## src/rtl/dds_sweep_ctrl.sv

```systemverilog
`timescale 1ns/1ps
// dds_sweep_ctrl: drives the DDS we/data tuning port, stepping the tuning word from start to stop
// with a programmable dwell per word. Define DDS_SWEEP_KEY_EN to add a debounced push-button start/stop.
module dds_sweep_ctrl #(
  parameter int PHASE_W      = 29,
  parameter int DWELL_W      = 24,
  parameter int DEBOUNCE_CYC = 50000
) (
  input  logic               clk,
  input  logic               rst_n,
  input  logic               cfg_load,
  input  logic [PHASE_W-1:0] start_word,
  input  logic [PHASE_W-1:0] stop_word,
  input  logic [PHASE_W-1:0] step_word,
  input  logic [DWELL_W-1:0] dwell_cycles,
  input  logic               continuous,
  input  logic               sweep_start,
  input  logic               sweep_stop,
  input  logic               key_n,
  output logic               dds_we,
  output logic [PHASE_W-1:0] dds_data,
  output logic               busy,
  output logic               sweep_done,
  output logic               cfg_err
);

  typedef enum logic [2:0] {S_IDLE, S_WRITE, S_DWELL, S_STEP, S_DONE} state_t;

  state_t             state, state_nx;
  logic [PHASE_W-1:0] cfg_start, cfg_stop, cfg_step;
  logic [DWELL_W-1:0] cfg_dwell;
  logic               cfg_valid;
  logic [PHASE_W-1:0] cur, cur_nx;
  logic [DWELL_W-1:0] dwell_cnt;
  logic [PHASE_W:0]   step_sum;
  logic               start_req, stop_req;
  logic               cfg_bad;
  logic               we_d, busy_d, done_d, err_d;

  // Start/stop request sources
`ifdef DDS_SWEEP_KEY_EN
  localparam int DB_W = $clog2(DEBOUNCE_CYC + 1);

  logic [1:0]      key_sync;
  logic [DB_W-1:0] db_cnt;
  logic            key_evt;

  // db_cnt saturates at DEBOUNCE_CYC so a held key yields exactly one event until released
  always_ff @(posedge clk or negedge rst_n) begin
    if (!rst_n) begin
      key_sync <= '0;
      db_cnt   <= '0;
      key_evt  <= 1'b0;
    end else begin
      key_sync <= {key_sync[0], key_n};
      key_evt  <= key_sync[1] && (db_cnt == DB_W'(DEBOUNCE_CYC - 1));
      if (!key_sync[1])
        db_cnt <= '0;
      else if (db_cnt != DB_W'(DEBOUNCE_CYC))
        db_cnt <= db_cnt + DB_W'(1);
    end
  end

  assign start_req = sweep_start | (key_evt & (state == S_IDLE));
  assign stop_req  = sweep_stop  | (key_evt & (state != S_IDLE));
`else
  logic [31:0] unused_key;
  assign unused_key = 32'(DEBOUNCE_CYC) ^ {31'b0, key_n};
  assign start_req  = sweep_start;
  assign stop_req   = sweep_stop;
`endif

  assign cfg_bad = (start_word > stop_word) || (step_word == '0);

  // Configuration registers, writable only while idle
  always_ff @(posedge clk or negedge rst_n) begin
    if (!rst_n) begin
      cfg_start <= '0;
      cfg_stop  <= '0;
      cfg_step  <= '0;
      cfg_dwell <= '0;
      cfg_valid <= 1'b0;
    end else if (cfg_load && state == S_IDLE && !cfg_bad) begin
      cfg_start <= start_word;
      cfg_stop  <= stop_word;
      cfg_step  <= step_word;
      cfg_dwell <= dwell_cycles;
      cfg_valid <= 1'b1;
    end
  end

  // State register, current word and dwell counter
  always_ff @(posedge clk or negedge rst_n) begin
    if (!rst_n) begin
      state     <= S_IDLE;
      cur       <= '0;
      dwell_cnt <= '0;
    end else begin
      state <= state_nx;
      cur   <= cur_nx;
      if (state == S_WRITE)
        dwell_cnt <= (cfg_dwell == '0) ? DWELL_W'(1) : cfg_dwell;
      else if (state == S_DWELL)
        dwell_cnt <= dwell_cnt - DWELL_W'(1);
    end
  end

  // Next state; the extra sum bit keeps a carry out of PHASE_W from wrapping past stop
  always_comb begin
    state_nx = state;
    cur_nx   = cur;
    step_sum = {1'b0, cur} + {1'b0, cfg_step};
    case (state)
      S_IDLE:  if (start_req && cfg_valid) begin
                 cur_nx   = cfg_start;
                 state_nx = S_WRITE;
               end
      S_WRITE: state_nx = S_DWELL;
      S_DWELL: if (dwell_cnt <= DWELL_W'(1)) state_nx = S_STEP;
      S_STEP:  if (step_sum <= {1'b0, cfg_stop}) begin
                 cur_nx   = step_sum[PHASE_W-1:0];
                 state_nx = S_WRITE;
               end else if (continuous) begin
                 cur_nx   = cfg_start;
                 state_nx = S_WRITE;
               end else begin
                 state_nx = S_DONE;
               end
      S_DONE:  state_nx = S_IDLE;
      default: state_nx = S_IDLE;
    endcase
    if (stop_req) begin
      state_nx = S_IDLE;
      cur_nx   = cur;
    end
  end

  // Outputs decoded from the next state so the registered copies line up with it
  always_comb begin
    we_d   = (state_nx == S_WRITE);
    busy_d = (state_nx != S_IDLE);
    done_d = (state_nx == S_DONE);
    err_d  = cfg_load && (state == S_IDLE) && cfg_bad;
  end

  always_ff @(posedge clk or negedge rst_n) begin
    if (!rst_n) begin
      dds_we     <= 1'b0;
      dds_data   <= '0;
      busy       <= 1'b0;
      sweep_done <= 1'b0;
      cfg_err    <= 1'b0;
    end else begin
      dds_we     <= we_d;
      busy       <= busy_d;
      sweep_done <= done_d;
      cfg_err    <= err_d;
      if (we_d) dds_data <= cur_nx;
    end
  end

endmodule

```

## config.mk

```make
export PLATFORM = sky130hd
export DESIGN_NAME = dds_sweep_ctrl
export DESIGN_NICKNAME = d
export VERILOG_FILES = /design/src/rtl/dds_sweep_ctrl.sv
export SDC_FILE = /design/constraint.sdc
export NUM_CORES = 1
export LEC_CHECK = 0
export CAP_MARGIN = 20
export CORE_MARGIN = 10
export CORE_UTILIZATION = 56
export CTS_CLUSTER_SIZE = 40
export DETAILED_ROUTE_END_ITERATION = 6
export PLACE_DENSITY = 0.81
export SLEW_MARGIN = 25
export SYNTH_ARGS = -nofsm -noshare
export SYNTH_HDL_FRONTEND = slang
export SYNTH_SLANG_ARGS = --single-unit
```

## constraint.sdc

```tcl
create_clock -name clk -period 6.6 [get_ports clk]
set_input_delay 1.32 -clock clk [delete_from_list [all_inputs] [get_ports clk]]
set_output_delay 1.32 -clock clk [all_outputs]
set_load 0.02 [all_outputs]
```

==> impl_metrics.json, run 1 <==
{
  "io_buffers": 149,
  "pwr_density_cell_nw_per_um2": 541,
  "synth-xor-area-share_pct": 2.83,
  "worstSetupEndpointType": "flip-flop",
  "instances_no_fill": 1554,
  "comb_power_share_pct": 56.1,
  "synth_cell_type_count": 65,
  "grt_pass1_vias": 9670,
  "clock_sinks": 201,
  "grt_use_total_pct": 22.7,
  "postCtsSetupBuffers": 0,
  "switching_power_mw": 3.39,
  "synth_top_cell_area_share_pct": 42.7,
  "ys_ff_latch": 201,
  "critical_path_buf_inv_count": 2,
  "required_ns": 6.99,
  "area_growth_pct": 21.2,
  "dr.pass1.iters": 5,
  "final_common_cell": "dfrtp_1",
  "synth.area.top_cells": "dfrtp_1, mux2_2, ha_1, mux2i_1, inv_1",
  "yosysTopAreaCell": "dfrtp_1",
  "grt_remaining_overflow": 0,
  "rsz0062_at_grt": "false",
  "diodes": 0,
  "final_area_um2": 14300,
  "placed_area_um2": 13600,
  "core_area_um2": 20500,
  "final_cell_mix": "dfrtp_1, clkdlybuf4s50_1, mux2_2",
  "synth_compound_area_share_pct": 14.8,
  "dp_cells": 1513,
  "antenna_found_initial": 0,
  "num-fill-cells": 1551,
  "cts_tree": "done",
  "synth-edff-count": 0,
  "fin_tns_setup_ns": 0,
  "critPathTopFamily": "compound AO/OA/AOI/OAI gates",
  "hp-class": "flip-flop to flip-flop",
  "rr_worst_depth": 20,
  "hold_slack_ns": 0.469,
  "hold_buffers": 0,
  "synthCells": 1127,
  "critPathLaunchType": "flip-flop",
  "holdPathStages": 1,
  "clkTransAtPathRegs_ns": 0.06,
  "cap_viol_max_count": 0,
  "internal_power_mw": 4.33,
  "clockBufferDepth": 3,
  "slew-limit-headroom_pct": 35.9,
  "fin_skew_ns": 0.00779,
  "synthesis.nets": 1335,
  "htreeDepth": 1,
  "dominantRegCellSynth": "dfrtp_1",
  "yosysWarnings": 0,
  "outcome": "finished, final reports clean",
  "synthAdderAreaFrac_pct": 9.62,
  "die_w_um": 165,
  "cts_resized": 0,
  "final_nets": 1476,
  "wl_per_cell_um": 20.1,
  "sw_frac_of_total_pct": 43.9,
  "clock-root-buffer": "clkbuf_16",
  "antenna_left": 0,
  "gp_congestion": 0.938,
  "worstMarginPinSlew_ns": 0.962,
  "drtIter0Drc": 758,
  "numCtsBuffers": 23,
  "syn_avg_cell_area_um2": 10.5,
  "routed_wirelength_um": 31300,
  "grt_max_degree": 114,
  "finalCriticalPeriod_ns": 5.93,
  "p_leak_nw": 6.55,
  "async_flop_share_pct": 100,
  "syn_area_um2": 11800,
  "io_pins": 151,
  "max_stage_delay_ns": 0.56,
  "vias_per_cell": 6.03,
  "grt_pass1_wl_um": 50100,
  "initial_core_util_pct": 57.5,
  "dieHeight_um": 165,
  "fmax_mhz": 169,
  "path_max_fanout": 17,
  "finalHoldViolations": 0,
  "drc_errors": 0,
  "worst_path_max_delay_cell": "o311ai_0",
  "peakVddDrop_uv": 353,
  "p_clk_share_pct": 15.9,
  "route.vias.total": 9375,
  "drive_gt1_share_pct": 13.9,
  "dp_hpwl_um": 22800,
  "die_area_um2": 27200,
  "critical_path_class": "flip-flop to flip-flop",
  "crit_arrival_ns": 6.32,
  "worstSkewPairLatency_ns": 0.51,
  "power_mw": 7.72,
  "rows": 52,
  "synthMuxAreaShare_pct": 15.4,
  "synth_top_family_by_area": "multiplexers",
  "ys_seq_area_share_pct": 42.7,
  "yosys.area_share.simple_pct": 10.7,
  "period_share_pct": 89.8,
  "setup_violations": 0,
  "p_seq_share_pct": 28.0,
  "path_cells": "ha_1, inv_1, fa_1, nor2b_1, o2111ai_1, a21oi_1, o21ai_0, o311ai_0, a41oi_1, xnor2_1, ha_1, o21a_1, o211ai_1, nand3_1, o31ai_1, nand3_2, buf_4, mux2i_1, o21ai_0, mux2_2",
  "crit_cells": 20,
  "maxSlewViolCount": 0
}
-- state kept, by name (all words and copies together), names as in the netlist --
signal	flops
cfg_start	29
cfg_step	29
cfg_stop	29
cur	29
dds_data	29
cfg_dwell	24
dwell_cnt	24
state	3
busy	1
cfg_err	1
cfg_valid	1
dds_we	1
sweep_done	1
-- metrics by stage --
stage,setup WS (ns),util [%]
3_3_place_gp,0.935,66.1
5_1_grt,0.233,69.7
3_5_place_dp,0.843,66.1
4_1_cts,0.797,69.7
2_1_floorplan,1.87,-
6_report,0.671,69.7
-- cell families (layout without fill, tap and decap cells) --
kind of cell | Yosys count | after routing
AO/OA/AOI/OAI | 254 | 254
XOR/XNOR | 38 | 38
buffers and inverters | 120 | 277
multiplexers | 167 | 167
adder cells (fa/ha/maj) | 90 | 90
flip-flops | 201 | 201
AND/OR/NAND/NOR | 257 | 257
-- cells in the mapped netlist (all sizes together), types with 14 or more instances --
cell	number
dfrtp	201
mux2	112
ha	89
inv	77
nor2	73
nand2	71
mux2i	55
o21ai	51
a21oi	50
a21o	35
clkbuf	34
xnor2	31
nor3	23
a221o	19
nand4	17
nor4	17
nand3	15
a22oi	14
-- power groups by stage --
stage          registers [mW]  logic, mW  clock network (mW)
5_1_grt                  2.22       4.77                1.30
4_1_cts                  2.15       4.29                1.24
6_report                 2.16       4.33                1.23
3_5_place_dp             2.16       4.23                   0
2_1_floorplan            2.14       3.03                   0
3_3_place_gp             2.14       4.10                   0
-- final cells by class --
type	count	area (µm²)	share of cell area [%]
clock inverter	8	50.0	0.351
clock buffer	33	673	4.71
multi-input combinational	806	6310	44.2
inverter	77	289	2.02
timing repair buffer	159	1590	11.1
tap	270	338	2.37
sequential	201	5030	35.2
-- worst paths after layout --
kind | to | slack [ns] | from
max | dds_data[11] | 0.67 | cur[0]
max reg2reg | dds_data[11] | 0.67 | cur[0]
min reg2reg | cfg_valid | 0.47 | cfg_valid
max in group asynchronous | cfg_start[18] | 4.72 | rst_n
min | cfg_valid | 0.47 | cfg_valid
min in group asynchronous | cfg_dwell[12] | 0.84 | rst_n
-- per-layer routing --
metal	track usage, %	share of wire (%)
met1	29.4	43
met2	37.7	48
met4	7.09	2.9
met5	0	0
met3	4.56	6.1
Power figures use the tool's default switching activity.
==> run 2: changes to the inputs <==
- TNS_END_PERCENT: not set -> 20
==> results of run 2 <==
No change in the layout: final DEF, timing and power equal those of run 1.
